`src/rtl/pong_pkg.sv`:
```
// Shared types and default geometry for the Pong game engine.
package pong_pkg;

  // Game FSM encoding; values are visible on oState.
  typedef enum logic [1:0] {
    ST_SERVE = 2'd0,
    ST_PLAY  = 2'd1,
    ST_POINT = 2'd2,
    ST_OVER  = 2'd3
  } state_t;

  // Motion direction along one axis: INC = right / down, DEC = left / up.
  typedef enum logic {
    DIR_INC = 1'b0,
    DIR_DEC = 1'b1
  } dir_t;

  // Default geometry for the 640x480 board.
  localparam int unsigned DEF_COORD_W     = 10;
  localparam int unsigned DEF_H_RES       = 640;
  localparam int unsigned DEF_V_RES       = 480;
  localparam int unsigned DEF_PADDLE_W    = 15;
  localparam int unsigned DEF_PADDLE_H    = 50;
  localparam int unsigned DEF_PADDLE_X0   = 10;
  localparam int unsigned DEF_PADDLE_X1   = 615;
  localparam int unsigned DEF_BALL_W      = 10;
  localparam int unsigned DEF_BALL_H      = 13;
  localparam int unsigned DEF_BALL_STEP   = 1;
  localparam int unsigned DEF_PADDLE_STEP = 1;
  localparam int unsigned DEF_TICK_DIV    = 100000;
  localparam int unsigned DEF_SERVE_TICKS = 120;
  localparam int unsigned DEF_SCORE_W     = 4;
  localparam int unsigned DEF_WIN_SCORE   = 9;

endpackage

```
`src/rtl/pong_tick_gen.sv`:
```
// Game-tick divider: one-cycle oTick pulse every TICK_DIV clock cycles.
module pong_tick_gen #(
  parameter int unsigned TICK_DIV = 100000
) (
  input  logic iclk,
  input  logic irst_n,
  output logic oTick
);

  localparam int unsigned CNT_W = $clog2(TICK_DIV);

  typedef logic [CNT_W-1:0] cnt_t;

  localparam cnt_t L_LAST = cnt_t'(TICK_DIV - 1);

  logic [CNT_W-1:0] r_cnt;
  logic             w_last;

  assign w_last = (r_cnt == L_LAST);
  assign oTick  = w_last;

  // Free-running modulo-TICK_DIV counter.
  always_ff @(posedge iclk) begin
    if (!irst_n) begin
      r_cnt <= '0;
    end else if (w_last) begin
      r_cnt <= '0;
    end else begin
      r_cnt <= r_cnt + 1'b1;
    end
  end

endmodule

```
`src/rtl/pong_engine.sv`:
```
// Two-player Pong game core: serve timing, ball/paddle motion, collision,
// scoring, win detection and a per-pixel overlay for the video path.
module pong_engine
  import pong_pkg::*;
#(
  parameter int unsigned COORD_W     = DEF_COORD_W,
  parameter int unsigned H_RES       = DEF_H_RES,
  parameter int unsigned V_RES       = DEF_V_RES,
  parameter int unsigned PADDLE_W    = DEF_PADDLE_W,
  parameter int unsigned PADDLE_H    = DEF_PADDLE_H,
  parameter int unsigned PADDLE_X0   = DEF_PADDLE_X0,
  parameter int unsigned PADDLE_X1   = DEF_PADDLE_X1,
  parameter int unsigned BALL_W      = DEF_BALL_W,
  parameter int unsigned BALL_H      = DEF_BALL_H,
  parameter int unsigned BALL_STEP   = DEF_BALL_STEP,
  parameter int unsigned PADDLE_STEP = DEF_PADDLE_STEP,
  parameter int unsigned TICK_DIV    = DEF_TICK_DIV,
  parameter int unsigned SERVE_TICKS = DEF_SERVE_TICKS,
  parameter int unsigned SCORE_W     = DEF_SCORE_W,
  parameter int unsigned WIN_SCORE   = DEF_WIN_SCORE
) (
  input  logic               iclk,
  input  logic               irst_n,
  input  logic [1:0]         iUp,
  input  logic [1:0]         iDown,
  input  logic               iServe,
  input  logic [COORD_W-1:0] iX,
  input  logic [COORD_W-1:0] iY,
  output logic [COORD_W-1:0] oBallX,
  output logic [COORD_W-1:0] oBallY,
  output logic [COORD_W-1:0] oPaddleY0,
  output logic [COORD_W-1:0] oPaddleY1,
  output logic [SCORE_W-1:0] oScore0,
  output logic [SCORE_W-1:0] oScore1,
  output logic [1:0]         oState,
  output logic [1:0]         oWinner,
  output logic [2:0]         oPixel
);

  localparam int unsigned SC_W = $clog2(SERVE_TICKS + 1);

  typedef logic [COORD_W-1:0] coord_t;
  typedef logic [COORD_W:0]   ext_t;    // one spare bit so sums never wrap
  typedef logic [SCORE_W-1:0] score_t;
  typedef logic [SC_W-1:0]    scnt_t;

  localparam ext_t   L_HRES     = ext_t'(H_RES);
  localparam ext_t   L_VRES     = ext_t'(V_RES);
  localparam ext_t   L_PW       = ext_t'(PADDLE_W);
  localparam ext_t   L_PH       = ext_t'(PADDLE_H);
  localparam ext_t   L_PX0      = ext_t'(PADDLE_X0);
  localparam ext_t   L_PX1      = ext_t'(PADDLE_X1);
  localparam ext_t   L_BW       = ext_t'(BALL_W);
  localparam ext_t   L_BH       = ext_t'(BALL_H);
  localparam ext_t   L_BSTEP    = ext_t'(BALL_STEP);
  localparam ext_t   L_PSTEP    = ext_t'(PADDLE_STEP);
  localparam ext_t   L_BX_C     = ext_t'((H_RES - BALL_W) / 2);
  localparam ext_t   L_BY_C     = ext_t'((V_RES - BALL_H) / 2);
  localparam ext_t   L_PY_C     = ext_t'((V_RES - PADDLE_H) / 2);
  localparam ext_t   L_PY_MAX   = ext_t'(V_RES - PADDLE_H);
  localparam ext_t   L_BY_MAX   = ext_t'(V_RES - BALL_H);
  localparam ext_t   L_X0_EDGE  = ext_t'(PADDLE_X0 + PADDLE_W);
  localparam ext_t   L_X1_EDGE  = ext_t'(PADDLE_X1 - BALL_W);
  localparam score_t L_WIN      = score_t'(WIN_SCORE);
  localparam scnt_t  L_SRV_LAST = scnt_t'(SERVE_TICKS - 1);

  logic               w_tick;

  state_t             r_state,    w_state_nxt;
  logic [COORD_W-1:0] r_ball_x,   w_ball_x_nxt;
  logic [COORD_W-1:0] r_ball_y,   w_ball_y_nxt;
  logic [COORD_W-1:0] r_pad_y0,   w_pad_y0_nxt;
  logic [COORD_W-1:0] r_pad_y1,   w_pad_y1_nxt;
  logic [SCORE_W-1:0] r_score0,   w_score0_nxt;
  logic [SCORE_W-1:0] r_score1,   w_score1_nxt;
  dir_t               r_dx,       w_dx_nxt;
  dir_t               r_dy,       w_dy_nxt;
  dir_t               r_srv_dir,  w_srv_dir_nxt;
  logic [SC_W-1:0]    r_srv_cnt,  w_srv_cnt_nxt;

  logic [COORD_W:0]   w_bx, w_by, w_p0, w_p1, w_px, w_py;
  logic               w_ov0, w_ov1;
  logic               w_hit_ball, w_hit_p0, w_hit_p1;

  pong_tick_gen #(
    .TICK_DIV (TICK_DIV)
  ) u_tick (
    .iclk   (iclk),
    .irst_n (irst_n),
    .oTick  (w_tick)
  );

  function automatic coord_t f_move_paddle(input coord_t y, input logic up, input logic dn);
    ext_t   ye;
    coord_t res;
    ye  = ext_t'(y);
    res = y;
    if (up && !dn) begin
      res = (ye < L_PSTEP) ? '0 : coord_t'(ye - L_PSTEP);
    end else if (dn && !up) begin
      res = (ye + L_PSTEP > L_PY_MAX) ? coord_t'(L_PY_MAX) : coord_t'(ye + L_PSTEP);
    end
    return res;
  endfunction

  assign w_bx = ext_t'(r_ball_x);
  assign w_by = ext_t'(r_ball_y);
  assign w_p0 = ext_t'(r_pad_y0);
  assign w_p1 = ext_t'(r_pad_y1);

  assign w_ov0 = (w_by + L_BH > w_p0) && (w_by < w_p0 + L_PH);
  assign w_ov1 = (w_by + L_BH > w_p1) && (w_by < w_p1 + L_PH);

  // State register and game datapath registers.
  always_ff @(posedge iclk) begin
    if (!irst_n) begin
      r_state   <= ST_SERVE;
      r_ball_x  <= coord_t'(L_BX_C);
      r_ball_y  <= coord_t'(L_BY_C);
      r_pad_y0  <= coord_t'(L_PY_C);
      r_pad_y1  <= coord_t'(L_PY_C);
      r_score0  <= '0;
      r_score1  <= '0;
      r_dx      <= DIR_INC;
      r_dy      <= DIR_INC;
      r_srv_dir <= DIR_INC;
      r_srv_cnt <= '0;
    end else begin
      r_state   <= w_state_nxt;
      r_ball_x  <= w_ball_x_nxt;
      r_ball_y  <= w_ball_y_nxt;
      r_pad_y0  <= w_pad_y0_nxt;
      r_pad_y1  <= w_pad_y1_nxt;
      r_score0  <= w_score0_nxt;
      r_score1  <= w_score1_nxt;
      r_dx      <= w_dx_nxt;
      r_dy      <= w_dy_nxt;
      r_srv_dir <= w_srv_dir_nxt;
      r_srv_cnt <= w_srv_cnt_nxt;
    end
  end

  // Next-state, motion, collision and scoring; everything advances on ticks only.
  always_comb begin
    w_state_nxt   = r_state;
    w_ball_x_nxt  = r_ball_x;
    w_ball_y_nxt  = r_ball_y;
    w_pad_y0_nxt  = r_pad_y0;
    w_pad_y1_nxt  = r_pad_y1;
    w_score0_nxt  = r_score0;
    w_score1_nxt  = r_score1;
    w_dx_nxt      = r_dx;
    w_dy_nxt      = r_dy;
    w_srv_dir_nxt = r_srv_dir;
    w_srv_cnt_nxt = r_srv_cnt;

    if (w_tick) begin
      if (r_state != ST_OVER) begin
        w_pad_y0_nxt = f_move_paddle(r_pad_y0, iUp[0], iDown[0]);
        w_pad_y1_nxt = f_move_paddle(r_pad_y1, iUp[1], iDown[1]);
      end

      case (r_state)
        ST_SERVE: begin
          w_ball_x_nxt = coord_t'(L_BX_C);
          w_ball_y_nxt = coord_t'(L_BY_C);
          if (r_srv_cnt == L_SRV_LAST) begin
            w_state_nxt = ST_PLAY;
            w_dx_nxt    = r_srv_dir;
            w_dy_nxt    = DIR_INC;
          end else begin
            w_srv_cnt_nxt = r_srv_cnt + 1'b1;
          end
        end

        ST_PLAY: begin
          if (r_dy == DIR_INC) begin
            if (w_by + L_BH + L_BSTEP >= L_VRES) begin
              w_ball_y_nxt = coord_t'(L_BY_MAX);
              w_dy_nxt     = DIR_DEC;
            end else begin
              w_ball_y_nxt = coord_t'(w_by + L_BSTEP);
            end
          end else begin
            if (w_by < L_BSTEP) begin
              w_ball_y_nxt = '0;
              w_dy_nxt     = DIR_INC;
            end else begin
              w_ball_y_nxt = coord_t'(w_by - L_BSTEP);
            end
          end

          // Left-side tests are rearranged as x <= edge+step so nothing underflows.
          if (r_dx == DIR_DEC) begin
            if ((w_bx <= L_X0_EDGE + L_BSTEP) && (w_bx >= L_X0_EDGE) && w_ov0) begin
              w_ball_x_nxt = coord_t'(L_X0_EDGE);
              w_dx_nxt     = DIR_INC;
            end else if (w_bx < L_BSTEP) begin
              w_score1_nxt  = r_score1 + 1'b1;
              w_srv_dir_nxt = DIR_DEC;
              w_state_nxt   = ST_POINT;
            end else begin
              w_ball_x_nxt = coord_t'(w_bx - L_BSTEP);
            end
          end else begin
            if ((w_bx + L_BW + L_BSTEP >= L_PX1) && (w_bx + L_BW <= L_PX1) && w_ov1) begin
              w_ball_x_nxt = coord_t'(L_X1_EDGE);
              w_dx_nxt     = DIR_DEC;
            end else if (w_bx + L_BW + L_BSTEP >= L_HRES) begin
              w_score0_nxt  = r_score0 + 1'b1;
              w_srv_dir_nxt = DIR_INC;
              w_state_nxt   = ST_POINT;
            end else begin
              w_ball_x_nxt = coord_t'(w_bx + L_BSTEP);
            end
          end
        end

        ST_POINT: begin
          if ((r_score0 == L_WIN) || (r_score1 == L_WIN)) begin
            w_state_nxt = ST_OVER;
          end else begin
            w_state_nxt   = ST_SERVE;
            w_srv_cnt_nxt = '0;
            w_ball_x_nxt  = coord_t'(L_BX_C);
            w_ball_y_nxt  = coord_t'(L_BY_C);
          end
        end

        ST_OVER: begin
          if (iServe) begin
            w_state_nxt   = ST_SERVE;
            w_score0_nxt  = '0;
            w_score1_nxt  = '0;
            w_srv_cnt_nxt = '0;
            w_srv_dir_nxt = DIR_INC;
            w_ball_x_nxt  = coord_t'(L_BX_C);
            w_ball_y_nxt  = coord_t'(L_BY_C);
          end
        end

        default: begin
          w_state_nxt = ST_SERVE;
        end
      endcase
    end
  end

  // Winner flags, one bit per player, only while the game is over.
  always_comb begin
    oWinner = '0;
    if (r_state == ST_OVER) begin
      oWinner = {r_score1 == L_WIN, r_score0 == L_WIN};
    end
  end

  assign w_px = ext_t'(iX);
  assign w_py = ext_t'(iY);

  assign w_hit_ball = (w_px >= w_bx)  && (w_px < w_bx + L_BW) &&
                      (w_py >= w_by)  && (w_py < w_by + L_BH);
  assign w_hit_p0   = (w_px >= L_PX0) && (w_px < L_PX0 + L_PW) &&
                      (w_py >= w_p0)  && (w_py < w_p0 + L_PH);
  assign w_hit_p1   = (w_px >= L_PX1) && (w_px < L_PX1 + L_PW) &&
                      (w_py >= w_p1)  && (w_py < w_p1 + L_PH);

  assign oPixel    = {w_hit_p1, w_hit_p0, w_hit_ball};
  assign oBallX    = r_ball_x;
  assign oBallY    = r_ball_y;
  assign oPaddleY0 = r_pad_y0;
  assign oPaddleY1 = r_pad_y1;
  assign oScore0   = r_score0;
  assign oScore1   = r_score1;
  assign oState    = r_state;

endmodule
```
`config.mk`:
```
export PLATFORM = sky130hd
export DESIGN_NAME = pong_engine
export DESIGN_NICKNAME = d
export VERILOG_FILES = /design/src/rtl/pong_pkg.sv /design/src/rtl/pong_tick_gen.sv /design/src/rtl/pong_engine.sv
export SDC_FILE = /design/constraint.sdc
export NUM_CORES = 1
export LEC_CHECK = 0
export CAP_MARGIN = 0
export CORE_ASPECT_RATIO = 1.2
export CORE_MARGIN = 5
export CORE_UTILIZATION = 60
export CTS_CLUSTER_SIZE = 20
export DETAILED_ROUTE_END_ITERATION = 10
export GPL_TIMING_DRIVEN = 0
export PLACE_DENSITY = 0.91
export SYNTH_ARGS = -nofsm -noshare
export SYNTH_HDL_FRONTEND = slang
export SYNTH_SLANG_ARGS = --single-unit
```
`constraint.sdc`:
```
create_clock -name iclk -period 5 [get_ports iclk]
set_input_delay 1 -clock iclk [delete_from_list [all_inputs] [get_ports iclk]]
set_output_delay 1 -clock iclk [all_outputs]
set_load 0.05 [all_outputs]
```
==> out/metrics.csv <==
metric,value,unit
maxCapViolCount,0,
crit_chain,clkdlybuf4s50_1 > inv_1 > ha_1 > o21bai_1 > a21o_1 > a21o_1 > a21o_1 > a21o_1 > a21oi_1 > nor2b_1 > o21ai_0 > a21oi_1 > a211oi_2 > buf_4 > buf_2,
grt_usage,30.16,%
cp_slowest_cell,clkdlybuf4s50_1,
die_x,121.6,um
yosys_register_bits,77,
antenna_found_initial,0,
slew_headroom,44.09,%
rows,49,
chipHeight,143.9,um
layout_min_cycle_time,4796,ps
postRouteAntennaNets,0,
ys_dominant_reg_cell,dfxtp_1,
routedWlPerCell,17.78,um
coreArea,0.01484,sq mm
fin_setup_tns,0,ps
mostFrequentLayoutCells,"ha_1, nor2_1, nand2_1",
end_kind,primary output,
layout_commonest_cell,ha_1,
async_flop_share,0,%
maxSlewViolCount,0,
drive_above_1_share,6.656,%
power_density,144.1,mW/mm^2
p_switching,0.4087,mW
grt_pass1_vias,9036,
synth_nets,1369,
cts-buffers-inserted,9,
peakVddDrop,0.0001234,V
vias,9600,
crit_type,primary input to primary output,
synth_cells,1193,
drc,0,
use_met2,52.02,%
p_comb_share,11.8,%
critPathMostFrequentCell,a21o_1,
synth-edff-count,0,
drt_iter0_drc,1094,
power,1.494,mW
wl,26.60,mm
timing_worst_slew_pin_value,838.6,ps
fin_crit_sh,95.92,%
viasPerCell,6.417,
dieArea,0.01750,sq mm
grt_busiest_layer,met2,
cp.arrival,3800,ps
htreeDepth,3,
p_seq_share,41.4,%
cts_tree,done,
grtUsageMet3,5.236,%
clk_pin_slew,60,ps
start_util,60.43,%
nets,1463,
cts_hold_buf,0,
p_int,1.085,mW
finalSetupViolCount,0,
cts_root_buf,clkbuf_16,
yosysSeqAreaShare,17.19,%
yosys_warnings,0,
grtUsageMet1,35.25,%
syn_area,0.008966,sq mm
antenna_cells,0,
max_freq,208.5,MHz
cts.sinks,77,
path_delay_family,compound AO/OA/AOI/OAI gates,
hp-class,flip-flop to flip-flop,
netSwitchingFraction,27.36,%
io_buffer_count,81,
clock_latency,360,ps
dp_hpwl,20.26,mm
holdWs,448.8,ps
clkPwrFrac,46.8,%
crit_fanout,4,
cts_buffer_depth,2,
required,4000,ps
fin_util,69.87,%
rsz0062_at_grt,false,
grt_max_degree,16,
grt_pass1_wl,43.26,mm
ys_types,84,
cp.buffers_inverters,4,
critPathMaxStageDelay,400,ps
gp_congestion,0.9898,
status,"complete, no violations",
skew,4.731,ps
leakage,4.300,nW
crit_path_start_kind,primary input,
first_pass_iters,6,
overflow,0,
ios,82,
avgSynthCellArea,7.516,sq um
syn2layout_area_growth,15.62,%
finalHoldViolations,0,
[metal layers]
metal	part of all wire, %	wire, um
met1	40	10510
met2	48	12660
met3	7.7	2047
met4	5.2	1384
met5	0	0
[cell families (layout without fill, tap and decap cells)]
kind of cell	count (synthesis)	after routing	share of synthesized area, %
AND/OR/NAND/NOR	428	428	23.70
flip-flops	77	77	17.19
AO/OA/AOI/OAI	348	348	25.90
XOR/XNOR	58	58	6.126
buffers and inverters	131	230	6.056
multiplexers	2	2	0.2372
adder cells (fa/ha/maj)	149	149	20.79
[stage by stage]
step                      setup slack, ps  cells  instance area (sq um)
after global routing                23.91   1496                  10370
final                               204.1   1496                  10370
after detailed placement           -508.6   1478                  10030
after floorplan                     688.6   1193                   8966
after CTS                           42.48   1494                  10340
after global placement             -448.3   1478                  10030
[power by group through the flow]
stage / sequential [mW] / clock, mW / combinational (mW)
detailed placement: 0.632 / 0 / 0.172
global placement: 0.632 / 0 / 0.166
CTS: 0.618 / 0.705 / 0.174
floorplan: 0.634 / 0 / 0.0997
global route: 0.618 / 0.735 / 0.198
finish: 0.618 / 0.699 / 0.177
[worst reg2reg max path, stage by stage (launching register included)]
cell and delay [ps]:
dfxtp_1 560, ha_1 390, nor3_2 100, or2_2 310
xnor2_2 300, ha_1 330, a21oi_1 160, a21oi_1 90
a2111oi_0 510, a21oi_1 250, o221ai_1 330, nor2_1 150
a311oi_4 510, or2_1 220, nor2_1 50, o41a_1 370
[sequential cells by signal, summed over array words and instances, names as in the netlist]
signal and flops:
oPaddleY1 10, oScore0 4, r_srv_cnt 7, oScore1 4, r_dy 1, oState 2
r_srv_dir 1, oBallY 10, u_tick.r_cnt 17, r_dx 1, oBallX 10, oPaddleY0 10
[synthesized netlist by cell type (5+ instances only)]
| cell type | number | area share (%) |
|---|---|---|
| nor3_1 | 34 | 1.9 |
| inv_1 | 69 | 2.9 |
| nand2_1 | 104 | 4.4 |
| o221a_2 | 5 | 0.63 |
| nor4_1 | 8 | 0.56 |
| nor2b_1 | 15 | 1.0 |
| nand4_1 | 20 | 1.4 |
| xor2_1 | 16 | 1.6 |
| and2_1 | 6 | 0.42 |
| and3_1 | 19 | 1.3 |
| nor2_1 | 114 | 4.8 |
| nand3_1 | 46 | 2.6 |
| a221o_1 | 5 | 0.56 |
| o21ai_0 | 69 | 3.9 |
| a211oi_1 | 8 | 0.67 |
| o211ai_1 | 14 | 1.2 |
| a21o_1 | 31 | 2.6 |
| o22ai_1 | 16 | 1.1 |
| o32ai_1 | 5 | 0.49 |
| nand2b_1 | 17 | 1.2 |
| o31ai_1 | 6 | 0.50 |
| a31oi_1 | 19 | 1.3 |
| dfxtp_1 | 77 | 17 |
| a221oi_1 | 7 | 0.68 |
| buf_4 | 7 | 0.59 |
| xnor2_1 | 38 | 3.7 |
| buf_2 | 14 | 0.78 |
| o2111ai_1 | 6 | 0.59 |
| ha_1 | 149 | 21 |
| nand3b_1 | 5 | 0.42 |
| clkbuf_1 | 34 | 1.4 |
| a21oi_1 | 93 | 5.2 |
| a2111oi_0 | 5 | 0.49 |
| or3_1 | 15 | 1.0 |
| o21ai_1 | 8 | 0.45 |
[worst paths after layout]
check	start	to	slack, ps	cells after the start
worst min-delay path	u_tick.r_cnt[0]	u_tick.r_cnt[0]	450	1
worst max register to register	oBallY[1]	oState[0]	250	15
worst max-delay path	iY[0]	oPixel[2]	200	15
worst min register to register	u_tick.r_cnt[0]	u_tick.r_cnt[0]	450	1
[layout make-up]
| class | instances | area, sq um |
|---|---|---|
| Buffer | 57 | 269.0 |
| Timing Repair Buffer | 83 | 813.3 |
| Sequential cell | 77 | 1543 |
| Fill cell | 1223 | 4471 |
| Multi-Input combinational cell | 985 | 6899 |
| Clock buffer | 9 | 225.2 |
| Tap cell | 204 | 255.2 |
| Inverter | 74 | 281.5 |
| Clock inverter | 7 | 80.08 |
[timing repair]
| item | in CTS | in global routing |
|---|---|---|
| buffers inserted | 0 | 2 |
| resized for setup | 14 | 14 |
| setup endpoints to repair | 3 | 3 |
| endpoints found under the hold margin | 0 | 0 |
Note: power is estimated with default switching activity, not from simulation.
